File: src/rtl/cache_axi_arbiter_pkg.sv
// Shared types for the I/D cache AXI arbiter: FSM states, grant codes, beat sizes.
// Pure definitions; no latency or flow-control behaviour of its own.
package cache_axi_arbiter_pkg;

  typedef enum logic [1:0] {
    ST_IDLE  = 2'b00,
    ST_OWN_I = 2'b01,
    ST_OWN_D = 2'b10
  } arb_state_t;

  localparam logic [1:0] GRANT_IDLE = 2'b00;
  localparam logic [1:0] GRANT_I    = 2'b01;
  localparam logic [1:0] GRANT_D    = 2'b10;

  localparam logic [2:0] AXI_SIZE_1B = 3'd0;
  localparam logic [2:0] AXI_SIZE_2B = 3'd1;
  localparam logic [2:0] AXI_SIZE_4B = 3'd2;
  localparam logic [2:0] AXI_SIZE_8B = 3'd3;

  function automatic logic [1:0] grant_of(input arb_state_t st);
    case (st)
      ST_OWN_I: grant_of = GRANT_I;
      ST_OWN_D: grant_of = GRANT_D;
      default:  grant_of = GRANT_IDLE;
    endcase
  endfunction

endpackage

File: src/rtl/cache_axi_port_mux.sv
// Combinational steering of the owner's request onto the bus; bus responses reach only the owner.
// Zero latency; the loser sees no handshakes, so it simply stalls until granted.
module cache_axi_port_mux
  import cache_axi_arbiter_pkg::*;
#(
  parameter int ADDR_WIDTH = 32,
  parameter int DATA_WIDTH = 32
) (
  input  logic [1:0]              grant,
  input  logic [ADDR_WIDTH-1:0]   i_addr,
  input  logic                    i_addr_valid,
  input  logic                    i_we,
  input  logic [2:0]              i_size,
  input  logic [7:0]              i_lens,
  input  logic                    i_rd_rready,
  input  logic [DATA_WIDTH-1:0]   i_wr_data,
  input  logic                    i_wr_dready,
  input  logic [DATA_WIDTH/8-1:0] i_byte_enable,
  input  logic                    i_wr_last,
  input  logic                    i_response_rready,
  input  logic [ADDR_WIDTH-1:0]   d_addr,
  input  logic                    d_addr_valid,
  input  logic                    d_we,
  input  logic [2:0]              d_size,
  input  logic [7:0]              d_lens,
  input  logic                    d_rd_rready,
  input  logic [DATA_WIDTH-1:0]   d_wr_data,
  input  logic                    d_wr_dready,
  input  logic [DATA_WIDTH/8-1:0] d_byte_enable,
  input  logic                    d_wr_last,
  input  logic                    d_response_rready,
  output logic [ADDR_WIDTH-1:0]   bus_addr,
  output logic                    bus_addr_valid,
  output logic                    bus_we,
  output logic [2:0]              bus_size,
  output logic [7:0]              bus_lens,
  output logic                    bus_rd_rready,
  output logic [DATA_WIDTH-1:0]   bus_wr_data,
  output logic                    bus_wr_dready,
  output logic [DATA_WIDTH/8-1:0] bus_byte_enable,
  output logic                    bus_wr_last,
  output logic                    bus_response_rready,
  input  logic                    bus_rd_dready,
  input  logic                    bus_rd_last,
  input  logic [DATA_WIDTH-1:0]   bus_rd_data,
  input  logic                    bus_rd_addr_clear,
  input  logic                    bus_wr_next,
  input  logic                    bus_wr_ok,
  input  logic                    bus_wr_addr_clear,
  output logic                    i_rd_dready,
  output logic                    i_rd_last,
  output logic [DATA_WIDTH-1:0]   i_rd_data,
  output logic                    i_rd_addr_clear,
  output logic                    i_wr_next,
  output logic                    i_wr_ok,
  output logic                    i_wr_addr_clear,
  output logic                    d_rd_dready,
  output logic                    d_rd_last,
  output logic [DATA_WIDTH-1:0]   d_rd_data,
  output logic                    d_rd_addr_clear,
  output logic                    d_wr_next,
  output logic                    d_wr_ok,
  output logic                    d_wr_addr_clear
);

  logic sel_i;
  logic sel_d;

  assign sel_i = (grant == GRANT_I);
  assign sel_d = (grant == GRANT_D);

  always_comb begin
    bus_addr            = '0;
    bus_addr_valid      = 1'b0;
    bus_we              = 1'b0;
    bus_size            = '0;
    bus_lens            = '0;
    bus_rd_rready       = 1'b0;
    bus_wr_data         = '0;
    bus_wr_dready       = 1'b0;
    bus_byte_enable     = '0;
    bus_wr_last         = 1'b0;
    bus_response_rready = 1'b0;
    if (sel_i) begin
      bus_addr            = i_addr;
      bus_addr_valid      = i_addr_valid;
      bus_we              = i_we;
      bus_size            = i_size;
      bus_lens            = i_lens;
      bus_rd_rready       = i_rd_rready;
      bus_wr_data         = i_wr_data;
      bus_wr_dready       = i_wr_dready;
      bus_byte_enable     = i_byte_enable;
      bus_wr_last         = i_wr_last;
      bus_response_rready = i_response_rready;
    end else if (sel_d) begin
      bus_addr            = d_addr;
      bus_addr_valid      = d_addr_valid;
      bus_we              = d_we;
      bus_size            = d_size;
      bus_lens            = d_lens;
      bus_rd_rready       = d_rd_rready;
      bus_wr_data         = d_wr_data;
      bus_wr_dready       = d_wr_dready;
      bus_byte_enable     = d_byte_enable;
      bus_wr_last         = d_wr_last;
      bus_response_rready = d_response_rready;
    end
  end

  // Read data carries no handshake of its own, so both caches can see it.
  assign i_rd_data       = bus_rd_data;
  assign d_rd_data       = bus_rd_data;

  assign i_rd_dready     = sel_i & bus_rd_dready;
  assign i_rd_last       = sel_i & bus_rd_last;
  assign i_rd_addr_clear = sel_i & bus_rd_addr_clear;
  assign i_wr_next       = sel_i & bus_wr_next;
  assign i_wr_ok         = sel_i & bus_wr_ok;
  assign i_wr_addr_clear = sel_i & bus_wr_addr_clear;

  assign d_rd_dready     = sel_d & bus_rd_dready;
  assign d_rd_last       = sel_d & bus_rd_last;
  assign d_rd_addr_clear = sel_d & bus_rd_addr_clear;
  assign d_wr_next       = sel_d & bus_wr_next;
  assign d_wr_ok         = sel_d & bus_wr_ok;
  assign d_wr_addr_clear = sel_d & bus_wr_addr_clear;

endmodule

File: src/rtl/cache_axi_arbiter.sv
// Per-transaction arbiter of one cache AXI port between I and D caches; grant 1 cycle after request, >=1 idle cycle between owners.
// Loser is stalled by masked handshakes; CACHE_ARB_RR_EN selects round-robin, else D has fixed priority.
module cache_axi_arbiter
  import cache_axi_arbiter_pkg::*;
#(
  parameter int ADDR_WIDTH = 32,
  parameter int DATA_WIDTH = 32
) (
  input  logic                    clk,
  input  logic                    rst,
  input  logic [ADDR_WIDTH-1:0]   i_addr,
  input  logic                    i_addr_valid,
  input  logic                    i_we,
  input  logic [2:0]              i_size,
  input  logic [7:0]              i_lens,
  input  logic                    i_rd_rready,
  input  logic [DATA_WIDTH-1:0]   i_wr_data,
  input  logic                    i_wr_dready,
  input  logic [DATA_WIDTH/8-1:0] i_byte_enable,
  input  logic                    i_wr_last,
  input  logic                    i_response_rready,
  input  logic [ADDR_WIDTH-1:0]   d_addr,
  input  logic                    d_addr_valid,
  input  logic                    d_we,
  input  logic [2:0]              d_size,
  input  logic [7:0]              d_lens,
  input  logic                    d_rd_rready,
  input  logic [DATA_WIDTH-1:0]   d_wr_data,
  input  logic                    d_wr_dready,
  input  logic [DATA_WIDTH/8-1:0] d_byte_enable,
  input  logic                    d_wr_last,
  input  logic                    d_response_rready,
  output logic [ADDR_WIDTH-1:0]   bus_addr,
  output logic                    bus_addr_valid,
  output logic                    bus_we,
  output logic [2:0]              bus_size,
  output logic [7:0]              bus_lens,
  output logic                    bus_rd_rready,
  output logic [DATA_WIDTH-1:0]   bus_wr_data,
  output logic                    bus_wr_dready,
  output logic [DATA_WIDTH/8-1:0] bus_byte_enable,
  output logic                    bus_wr_last,
  output logic                    bus_response_rready,
  input  logic                    bus_rd_dready,
  input  logic                    bus_rd_last,
  input  logic [DATA_WIDTH-1:0]   bus_rd_data,
  input  logic                    bus_rd_addr_clear,
  input  logic                    bus_wr_next,
  input  logic                    bus_wr_ok,
  input  logic                    bus_wr_addr_clear,
  output logic                    i_rd_dready,
  output logic                    i_rd_last,
  output logic [DATA_WIDTH-1:0]   i_rd_data,
  output logic                    i_rd_addr_clear,
  output logic                    i_wr_next,
  output logic                    i_wr_ok,
  output logic                    i_wr_addr_clear,
  output logic                    d_rd_dready,
  output logic                    d_rd_last,
  output logic [DATA_WIDTH-1:0]   d_rd_data,
  output logic                    d_rd_addr_clear,
  output logic                    d_wr_next,
  output logic                    d_wr_ok,
  output logic                    d_wr_addr_clear,
  output logic [1:0]              grant
);

  arb_state_t state;
  logic       owner_we;
  logic       win_i;
  logic       win_d;
  logic       txn_done;

`ifdef CACHE_ARB_RR_EN
  logic last_owner_d;  // 0 = I served last, 1 = D served last

  assign win_d = d_addr_valid & (~i_addr_valid | ~last_owner_d);
`else
  assign win_d = d_addr_valid;
`endif
  assign win_i = i_addr_valid & ~win_d;

  // End detection keys off the direction latched at grant, not the live we.
  assign txn_done = owner_we ? (bus_wr_ok & bus_response_rready)
                             : (bus_rd_dready & bus_rd_last & bus_rd_rready);

  always_ff @(posedge clk or negedge rst) begin
    if (!rst) begin
      state    <= ST_IDLE;
      grant    <= GRANT_IDLE;
      owner_we <= 1'b0;
`ifdef CACHE_ARB_RR_EN
      last_owner_d <= 1'b0;
`endif
    end else begin
      case (state)
        ST_IDLE: begin
          if (win_d) begin
            state    <= ST_OWN_D;
            grant    <= grant_of(ST_OWN_D);
            owner_we <= d_we;
`ifdef CACHE_ARB_RR_EN
            last_owner_d <= 1'b1;
`endif
          end else if (win_i) begin
            state    <= ST_OWN_I;
            grant    <= grant_of(ST_OWN_I);
            owner_we <= i_we;
`ifdef CACHE_ARB_RR_EN
            last_owner_d <= 1'b0;
`endif
          end
        end
        ST_OWN_I, ST_OWN_D: begin
          if (txn_done) begin
            state <= ST_IDLE;
            grant <= GRANT_IDLE;
          end
        end
        default: begin
          state <= ST_IDLE;
          grant <= GRANT_IDLE;
        end
      endcase
    end
  end

  cache_axi_port_mux #(
    .ADDR_WIDTH(ADDR_WIDTH),
    .DATA_WIDTH(DATA_WIDTH)
  ) u_port_mux (
    .grant               (grant),
    .i_addr              (i_addr),
    .i_addr_valid        (i_addr_valid),
    .i_we                (i_we),
    .i_size              (i_size),
    .i_lens              (i_lens),
    .i_rd_rready         (i_rd_rready),
    .i_wr_data           (i_wr_data),
    .i_wr_dready         (i_wr_dready),
    .i_byte_enable       (i_byte_enable),
    .i_wr_last           (i_wr_last),
    .i_response_rready   (i_response_rready),
    .d_addr              (d_addr),
    .d_addr_valid        (d_addr_valid),
    .d_we                (d_we),
    .d_size              (d_size),
    .d_lens              (d_lens),
    .d_rd_rready         (d_rd_rready),
    .d_wr_data           (d_wr_data),
    .d_wr_dready         (d_wr_dready),
    .d_byte_enable       (d_byte_enable),
    .d_wr_last           (d_wr_last),
    .d_response_rready   (d_response_rready),
    .bus_addr            (bus_addr),
    .bus_addr_valid      (bus_addr_valid),
    .bus_we              (bus_we),
    .bus_size            (bus_size),
    .bus_lens            (bus_lens),
    .bus_rd_rready       (bus_rd_rready),
    .bus_wr_data         (bus_wr_data),
    .bus_wr_dready       (bus_wr_dready),
    .bus_byte_enable     (bus_byte_enable),
    .bus_wr_last         (bus_wr_last),
    .bus_response_rready (bus_response_rready),
    .bus_rd_dready       (bus_rd_dready),
    .bus_rd_last         (bus_rd_last),
    .bus_rd_data         (bus_rd_data),
    .bus_rd_addr_clear   (bus_rd_addr_clear),
    .bus_wr_next         (bus_wr_next),
    .bus_wr_ok           (bus_wr_ok),
    .bus_wr_addr_clear   (bus_wr_addr_clear),
    .i_rd_dready         (i_rd_dready),
    .i_rd_last           (i_rd_last),
    .i_rd_data           (i_rd_data),
    .i_rd_addr_clear     (i_rd_addr_clear),
    .i_wr_next           (i_wr_next),
    .i_wr_ok             (i_wr_ok),
    .i_wr_addr_clear     (i_wr_addr_clear),
    .d_rd_dready         (d_rd_dready),
    .d_rd_last           (d_rd_last),
    .d_rd_data           (d_rd_data),
    .d_rd_addr_clear     (d_rd_addr_clear),
    .d_wr_next           (d_wr_next),
    .d_wr_ok             (d_wr_ok),
    .d_wr_addr_clear     (d_wr_addr_clear)
  );

endmodule

File: config.mk
export PLATFORM = sky130hd
export DESIGN_NAME = cache_axi_arbiter
export DESIGN_NICKNAME = d
export VERILOG_FILES = /design/src/rtl/cache_axi_arbiter_pkg.sv /design/src/rtl/cache_axi_port_mux.sv /design/src/rtl/cache_axi_arbiter.sv
export SDC_FILE = /design/constraint.sdc
export NUM_CORES = 1
export LEC_CHECK = 0
export ABC_AREA = 1
export CAP_MARGIN = 20
export CELL_PAD_IN_SITES_DETAIL_PLACEMENT = 1
export CELL_PAD_IN_SITES_GLOBAL_PLACEMENT = 1
export CORE_AREA = 2 2 144 146
export DETAILED_ROUTE_END_ITERATION = 6
export DIE_AREA = 0 0 146 148
export DONT_BUFFER_PORTS = 1
export PLACE_DENSITY = 0.36
export SLEW_MARGIN = 0
export SYNTH_ARGS = -nofsm -noshare
export SYNTH_HDL_FRONTEND = slang
export SYNTH_SLANG_ARGS = --single-unit
File: constraint.sdc
create_clock -name clk -period 1.9 [get_ports clk]
set_clock_uncertainty 0.2 [all_clocks]
set_input_delay 0.19 -clock clk [delete_from_list [all_inputs] [get_ports clk]]
set_output_delay 0.19 -clock clk [all_outputs]
set_load 0.005 [all_outputs]
==> flow_summary.yaml, run 1 <==
status:
  outcome: "finished, final reports clean"
timing:
  worst_slew_pin_slew_ps: 215
  post-route-min-period_ps: 1810
  hold_viol_final: 0
  final.setup.tns_ps: 0
  setup_violations: 0
  slew_viol_final: 0
  timing.final.crit_share_pct: 95.1
  whs_ps: 28.8
  rsz0062_at_grt: "false"
  maxSlewHeadroom_pct: 85.7
  max_freq_mhz: 553
routing:
  vias: 2344
  viasPerCell: 3.86
  wire_per_inst_microns: 16.1
  drt_first_pass_iters: 5
  ant_nets: 0
  wl_microns: 9750
  drt-initial-drc-count: 64
  drc: 0
place:
  dpl.hpwl_microns: 7690
  port-buffer-count: 0
  gp_congestion: 0.691
hold_path:
  holdCritPathClass: "in -> async"
logic_synthesis:
  synthCells: 402
  syn_nets: 615
  yosysSeqAreaShare_pct: 3.67
  synth.distinct_cells: 17
  yosysWarnings: 0
  syn_area_per_cell_sq_um: 5.08
  syn_area_sq_um: 2040
  synth_seq_cells: 3
floorplan:
  die_w_microns: 146
  initial_core_util_pct: 10.2
  core_area_sq_um: 20000
  die_h_microns: 148
  ios: 373
  num_rows: 52
  fp.dieArea_sq_um: 21600
global_route:
  grt_pass1_vias: 2293
  grt_pass1_wl_microns: 13000
  grt_overflow: 0
  grt_max_degree: 47
  grt.total_usage_pct: 7.59
  grt_antenna_before_repair: 0
power_and_ir_drop:
  powerDensity_nw_per_um2: 1300
  vdd_drop_max_mv: 0.430
  p_leak_nw: 1.14
worst_setup_path:
  cp_cell_sequence: "buf_4 > ha_4 > buf_12 > nand3_1 > nand2_1"
  endpoint_kind: "output port"
  slowest_delay_ps: 350
  arrival_ps: 1420
  required_ps: 1510
  reg2reg_depth: 10
  critPathKind: "reg -> out"
  start_kind: "flop"
  cp_max_fo: 46
  slowest_stage: "dfrtp_1"
layout:
  multi_input_area_sq_um: 1270
  diodes: 0
  drive_gt1_share_pct: 11.3
  syn_to_final_growth_pct: 5.27
  nFillCells: 2549
  regArea_sq_um: 76.3
  layout.nets: 551
cts:
  numCtsBuffers: 3
  cts.sinks: 3
  insertion_delay_ps: 230
  cts_root_buf: "clkbuf_16"
  clk_pin_slew_ps: 30
  htreeDepth: 1
  cts_buffer_depth: 2
  cts_tree: "yes"
job:
  max_cap_viol_count: 0
-- per-layer routing --
| metal | GRT usage [%] | part of all wire [%] | vias to the layer above | routed length [microns] |
|---|---|---|---|---|
| li1 | - | - | 1059 | - |
| met1 | 7.72 | 36 | 1069 | 3540 |
| met2 | 14.9 | 52 | 177 | 5110 |
| met3 | 1.57 | 8.2 | 39 | 798 |
| met4 | 3.35 | 3.1 | 0 | 301 |
| met5 | 0 | 0 | - | 0 |
-- cell usage after synthesis --
cell | count | area (sq um)
buf_2 | 6 | 30.0
nand2_1 | 188 | 706
dfrtp_1 | 3 | 75.1
nand2_2 | 3 | 18.8
o21a_1 | 1 | 7.51
nand3_1 | 86 | 430
inv_2 | 3 | 11.3
nand3_2 | 3 | 30.0
inv_4 | 1 | 6.26
o21ai_1 | 1 | 5.00
buf_6 | 2 | 22.5
inv_1 | 14 | 52.6
buf_4 | 74 | 556
ha_1 | 3 | 37.5
clkbuf_1 | 11 | 41.3
nor2_1 | 2 | 7.51
a31oi_1 | 1 | 6.26
-- cell type report --
cell class / count / share of cell area [%]
timing repair inverter: 1 / 0.407
timing repair buffer: 23 / 13.7
multi-input combinational: 288 / 59.2
tap: 270 / 15.7
sequential: 3 / 3.55
inverter: 18 / 3.72
clock buffer: 4 / 3.66
-- placed cells by master, fill, tap and decap left out, drive strengths merged --
| master | instances |
|---|---|
| a31oi | 1 |
| buf | 18 |
| clkbuf | 5 |
| clkinv | 1 |
| dfrtp | 3 |
| dlygate4sd3 | 4 |
| ha | 3 |
| inv | 18 |
| nand2 | 191 |
| nand3 | 89 |
| nor2 | 2 |
| o21a | 1 |
| o21ai | 1 |
-- metrics by stage --
step                      power [mW]  utilization (%)  cells  setup slack (ps)  instance area (sq um)
after global placement          2.17             9.43    590              88.7                   1890
after global routing            3.09             10.7    607              13.7                   2150
after floorplan                 1.78                -    402               287                   2040
after CTS                       2.74             10.4    602            0.0934                   2080
after detailed placement        2.24             9.43    590              41.9                   1890
final                           2.80             10.7    607              92.4                   2150
-- registers in the layout, indices dropped and copies added (netlist names) --
name and count:
state 2, owner_we 1
-- kinds of logic after synthesis --
| kind of cell | after synthesis | synth area share, % |
|---|---|---|
| and+or+nand+nor | 282 | 58.4 |
| AOI/OAI and AO/OA | 3 | 0.919 |
| DFF | 3 | 3.67 |
| adders and majority gates | 3 | 1.84 |
| buffers and inverters | 111 | 35.2 |
-- path summary, 6_finish.rpt --
kind	start	end	slack, ps
setup / recovery	state[1]$_DFFE_PN0P_	bus_wr_data[8]	90
hold reg to reg	state[0]$_DFFE_PN0P_	state[0]$_DFFE_PN0P_	370
max in group asynchronous	rst	state[0]$_DFFE_PN0P_	1300
setup reg to reg	state[1]$_DFFE_PN0P_	state[0]$_DFFE_PN0P_	200
hold / removal	rst	state[1]$_DFFE_PN0P_	30
min in group clk	i_addr_valid	owner_we$_DFFE_PN0P_	30
-- worst max-delay path: cells and delay by family (launching register included) --
| kind | cells | cell delay [ps] |
|---|---|---|
| AND/OR/NAND/NOR | 2 | 240 |
| flip-flops | 1 | 350 |
| adder cells (fa/ha/maj) | 1 | 190 |
| buffers and inverters | 2 | 380 |
-- power by group --
part / total (mW) / internal [mW] / switching [mW]
clock: 0.338 / 0.277 / 0.0607
combinational: 2.34 / 0.827 / 1.51
sequential: 0.128 / 0.0947 / 0.0336
total: 2.80 / 1.20 / 1.60
-- timing repair --
item	in CTS	in global routing
resized for setup	7	7
cloned	1	2
setup endpoints to repair	76	58
setup buffers	3	3
hold buffers	4	0
pin swaps	1	0
endpoints found under the hold margin	6	0
(Power assumes the default switching activity.)
==> run 2, diff against run 1 <==
==> constraint.sdc (replaced) <==
create_clock -name clk -period 2.1 [get_ports clk]
set_clock_uncertainty 0.2 [all_clocks]
set_input_delay 0.21 -clock clk [delete_from_list [all_inputs] [get_ports clk]]
set_output_delay 0.21 -clock clk [all_outputs]
set_load 0.005 [all_outputs]
==> run 2 against run 1 <==
Effect of this change:
- combinational power is 14% lower
- non-clock buffer count is 4 lower
- wire length is 1.6% lower
- count of clock-buffer cells in the layout stayed put
- via count is 0.94% lower
- register-to-register slack worse by 110 ps
- flip-flop and latch count stayed put
- sequential share of layout area is 0.092 points higher
- highest routed layer unchanged
==> flow_summary.yaml, run 2 (same netlist as run 1, synthesis figures left out) <==
timing:
  post-route-min-period_ps: 2010
  worst_slew_pin_slew_ps: 286
  maxSlewHeadroom_pct: 80.9
  timing.final.crit_share_pct: 95.5
  setup_violations: 0
  hold_viol_final: 0
  final.setup.tns_ps: 0
  max_freq_mhz: 499
  slew_viol_final: 0
  rsz0062_at_grt: "false"
cts:
  insertion_delay_ps: 220
  cts_root_buf: "clkbuf_16"
  cts_buffer_depth: 2
  cts_tree: "yes"
  htreeDepth: 1
  cts.sinks: 3
  numCtsBuffers: 3
  clk_pin_slew_ps: 30
global_route:
  grt.total_usage_pct: 7.81
  grt_pass1_vias: 2325
  grt_max_degree: 40
  grt_overflow: 0
  grt_antenna_before_repair: 0
  grt_pass1_wl_microns: 13200
worst_setup_path:
  required_ps: 2000
  r2r-start: "state[0]$_DFFE_PN0P_"
  cp_max_fo: 4
  slowest_delay_ps: 550
  regToRegSetupSlack_ps: 90
  slowest_stage: "dlygate4sd3_1"
  endpoint_kind: "flop"
  reg2reg_depth: 6
  start_kind: "flop"
  r2r-end: "owner_we$_DFFE_PN0P_"
  arrival_ps: 1910
  critPathKind: "reg -> reg"
  path_delay_family: "buffers and inverters"
  cp.buffers_inverters: 2
  cp_cell_sequence: "inv_1 > ha_1 > o21a_1 > nor2_1 > a31oi_1 > dlygate4sd3_1"
layout:
  largest_reg_flops: 2
  diodes: 0
  layout_common_cells: "188 x nand2_1, 86 x nand3_1, 14 x inv_1"
  final_common_cell: "nand2_1"
  regArea_sq_um: 75.1
  layout.nets: 546
  drive_gt1_share_pct: 9.04
  nFillCells: 2564
  syn_to_final_growth_pct: 0.919
  multi_input_area_sq_um: 1270
  fin_area_sq_um: 2060
  reg_top3: "state x2, owner_we x1"
  top_register: "state"
job:
  max_cap_viol_count: 0
routing:
  vias: 2322
  drc: 0
  drt_first_pass_iters: 4
  drt-initial-drc-count: 64
  wl_microns: 9590
  viasPerCell: 3.86
  ant_nets: 0
  wire_per_inst_microns: 15.9
floorplan:
  ios: 373
  die_w_microns: 146
  core_area_sq_um: 20000
  die_h_microns: 148
  num_rows: 52
  initial_core_util_pct: 10.2
  fp.dieArea_sq_um: 21600
place:
  port-buffer-count: 0
  gp_congestion: 0.709
  dpl-instance-area_sq_um: 1880
  dpl.hpwl_microns: 7600
hold_path:
  holdCritPathClass: "in -> reg"
  worstHoldStart: "d_addr_valid"
  hold_end: "state[0]$_DFFE_PN0P_"
  whs_path_depth: 3
power_and_ir_drop:
  powerDensity_nw_per_um2: 1180
  p_leak_nw: 1.10
  vdd_drop_max_mv: 0.364
status:
  outcome: "finished, final reports clean"
run 2: cell count changes in the layout (fill, tap and decap cells not counted), sizes merged:
cell,delta
buf,-3
clkbuf,-1
clkinv,-1
run 2: routing by layer:
layer,GRT usage (%),wire length [microns],up-vias
met5,0,0,-
met4,3.79,333,0
met3,1.82,909,40
met2,14.7,4880,182
met1,8.17,3470,1048
li1,-,-,1052
run 2: worst max path at each step:
stage	to	cells past startpoint	slack, ps	start
finish	owner_we$_DFFE_PN0P_	6	90	state[0]$_DFFE_PN0P_
global route	bus_addr_valid	6	8	state[0]$_DFFE_PN0P_
CTS	bus_wr_data[8]	5	20	state[0]$_DFFE_PN0P_
detailed placement	bus_wr_data[8]	5	190	state[0]$_DFFE_PN0P_
global placement	bus_wr_data[8]	5	240	state[0]$_DFFE_PN0P_
floorplan	bus_byte_enable[3]	7	470	state[0]$_DFFE_PN0P_
run 2: cell type report:
class	count	share of cell area (%)
Multi-Input combinational cell	288	61.8
Inverter	18	3.64
Tap cell	270	16.4
Timing Repair Buffer	19	10.7
Sequential cell	3	3.64
Clock buffer	4	3.82
run 2: stage by stage:
stage	instances	setup WS [ps]	hold slack, ps	power, mW	util, %
2_1_floorplan	402	467	-286	1.61	-
3_3_place_gp	591	237	-285	1.96	9.40
3_5_place_dp	591	186	-285	2.03	9.40
4_1_cts	602	24.9	18.2	2.52	10.3
5_1_grt	602	7.85	37.2	2.70	10.3
6_report	602	94.2	24.5	2.44	10.3
run 2: what timing repair did:
action,CTS,global route
hold endpoints to repair,5,0
buffers inserted,2,0
resized for setup,3,2
pin swaps,1,0
hold buffers,4,0
gates cloned,1,0
setup endpoints to repair,20,5
run 2: report_power, final:
| group | internal [mW] | switching (mW) |
|---|---|---|
| Combinational | 0.673 | 1.35 |
| Sequential | 0.0840 | 0.0305 |
| Clock | 0.251 | 0.0525 |
run 2: tightest hold or removal path, delay by kind of cell:
kind / cells / cell delay [ps]
buffers and inverters: 1 / 40
and+or+nand+nor: 2 / 140
==> run 3, diff against run 2 <==
==> constraint.sdc (replaced) <==
create_clock -name clk -period 2.1 [get_ports clk]
set_clock_uncertainty 0.2 [all_clocks]
set_input_delay 0.105 -clock clk [delete_from_list [all_inputs] [get_ports clk]]
set_output_delay 0.105 -clock clk [all_outputs]
set_load 0.005 [all_outputs]
==> run 3 against run 2 <==
Effect of this change:
- the flow now finishes with violations (hold timing)
- combinational power decreased by 8%
- worst setup slack improved by 10 ps
- critical path depth unchanged
- sequential share of layout area increased by 0.10 points
- first-iteration DRC count increased by 30%
- count of clock-buffer cells in the layout unchanged
- core utilization decreased by 0.27 points
- hold slack got worse by 30 ps
- critical path type unchanged
- largest power group unchanged
==> flow_summary.yaml, run 3 (same netlist as run 1, synthesis figures left out) <==
worst_setup_path:
  cp_cell_sequence: "inv_2 > ha_1 > o21a_1 > nor2_1 > a31oi_1 > dlygate4sd3_1"
  path_delay_family: "buffers and inverters"
  arrival_ps: 1900
  required_ps: 2000
  cp_max_fo: 4
  cp.buffers_inverters: 2
  start_kind: "flop"
  endpoint_kind: "flop"
  slowest_stage: "dlygate4sd3_1"
  critPathKind: "reg -> reg"
  slowest_delay_ps: 560
timing:
  setup_violations: 0
  hold_viol_final: 1
  worst_slew_pin_slew_ps: 346
  maxSlewHeadroom_pct: 76.9
  timing.final.crit_share_pct: 95.0
  whs_ps: -5.50
  slew_viol_final: 0
  final.setup.tns_ps: 0
  rsz0062_at_grt: "false"
  post-route-min-period_ps: 2000
  max_freq_mhz: 501
routing:
  wire_per_inst_microns: 14.9
  wl_microns: 8950
  drc: 0
  drt_first_pass_iters: 4
  vias: 2281
  viasPerCell: 3.80
  drt-initial-drc-count: 83
  ant_nets: 0
floorplan:
  num_rows: 52
  fp.dieArea_sq_um: 21600
  die_w_microns: 146
  core_area_sq_um: 20000
  ios: 373
  initial_core_util_pct: 10.2
  die_h_microns: 148
layout:
  multi_input_area_sq_um: 1270
  regArea_sq_um: 75.1
  top_register: "state"
  drive_gt1_share_pct: 8.48
  final_common_cell: "nand2_1"
  syn_to_final_growth_pct: -1.78
  layout.nets: 544
  largest_reg_flops: 2
  layout_common_cells: "188 x nand2_1, 86 x nand3_1, 13 x inv_1"
  reg_top3: "state x2, owner_we x1"
  diodes: 0
  nFillCells: 2553
  post-route-util_pct: 10.0
power_and_ir_drop:
  p_clk_share_pct: 13.3
  powerDensity_nw_per_um2: 1140
  p_int_mw: 0.915
  pwr-share-seq_pct: 5.1
  p_switching_mw: 1.37
  p_comb_share_pct: 81.6
  p_leak_nw: 1.08
  vdd_drop_max_mv: 0.235
  switching_share_pct: 59.9
cts:
  insertion_delay_ps: 220
  cts.sinks: 3
  cts_buffer_depth: 2
  clk_pin_slew_ps: 30
  cts_tree: "yes"
  htreeDepth: 1
  numCtsBuffers: 3
  cts_root_buf: "clkbuf_16"
global_route:
  grt_antenna_before_repair: 0
  grt.met3_usage_pct: 1.76
  grt_overflow: 0
  grt_max_degree: 47
  grt.total_usage_pct: 7.17
  gr-usage-met1_pct: 7.13
  grt_pass1_wl_microns: 12400
  grt_busiest_layer: "met2"
  met2_usage_pct: 13.8
  grt_pass1_vias: 2232
place:
  port-buffer-count: 0
  dpl.hpwl_microns: 7620
  gp_congestion: 0.706
status:
  outcome: "complete, but fails checks"
  violations: "hold timing"
job:
  max_cap_viol_count: 0
hold_path:
  holdCritPathClass: "in -> reg"
==> run 3: cell count changes in the layout (fill, tap and decap cells not counted) <==
cell           change
dlygate4sd3_1      +1
inv_1              -1
inv_8              -1
inv_2              +1
inv_6              +1
buf_4              -1
buf_16             -2
==> run 3: repair_timing <==
item,in CTS,in global routing
endpoints found under the setup margin,0,32
resized for setup,0,3
hold endpoints to repair,6,0
hold buffers,5,0
buffers inserted,0,0
==> run 3: path summary, 6_finish.rpt <==
check / start / to / slack, ps / depth (start not counted)
max in group asynchronous: rst / owner_we$_DFFE_PN0P_ / 1050 / 2
min in group asynchronous: rst / state[0]$_DFFE_PN0P_ / 490 / 2
max reg2reg: state[0]$_DFFE_PN0P_ / owner_we$_DFFE_PN0P_ / 100 / 6
max: state[0]$_DFFE_PN0P_ / owner_we$_DFFE_PN0P_ / 100 / 6
min reg2reg: state[1]$_DFFE_PN0P_ / state[1]$_DFFE_PN0P_ / 420 / 3
min: i_addr_valid / state[1]$_DFFE_PN0P_ / -5 / 5
==> run 3: layer usage <==
metal / part of all wire (%) / wire [microns]
met1: 34 / 3080
met2: 52 / 4630
met3: 10 / 912
met4: 3.6 / 326
met5: 0 / 0
==> run 3: final cells by class <==
| type | count | share of cell area, % |
|---|---|---|
| clock buffer | 4 | 3.93 |
| timing repair buffer | 17 | 8.42 |
| sequential | 3 | 3.74 |
| inverter | 18 | 3.62 |
| tap | 270 | 16.8 |
| multi-input combinational | 288 | 63.5 |
==> run 3: worst reg2reg max path: cells and delay by family, from the launching register on <==
family,cells,cell delay [ps]
flops,1,500
buf+inv,2,660
compound gates,2,190
fa+ha+maj,1,240
simple gates,1,90
==> run 3: power by group through the flow <==
stage,logic (mW),registers (mW),clock network (mW)
finish,1.86,0.116,0.303
global route,2.08,0.122,0.314
CTS,1.90,0.117,0.307
detailed placement,1.87,0.118,0
global placement,1.81,0.118,0
floorplan,1.51,0.105,0
==> run 3: metrics by stage <==
stage | area [sq um] | instances | hold slack, ps | worst slack (ps) | power, mW
after floorplan | 2040 | 402 | -391 | 568 | 1.61
after global placement | 1870 | 591 | -390 | 215 | 1.93
after detailed placement | 1870 | 591 | -390 | 206 | 1.99
after CTS | 2000 | 600 | 3.05 | 30.6 | 2.32
after global routing | 2010 | 600 | 10.0 | 29.9 | 2.52
final | 2010 | 600 | -5.50 | 105 | 2.28
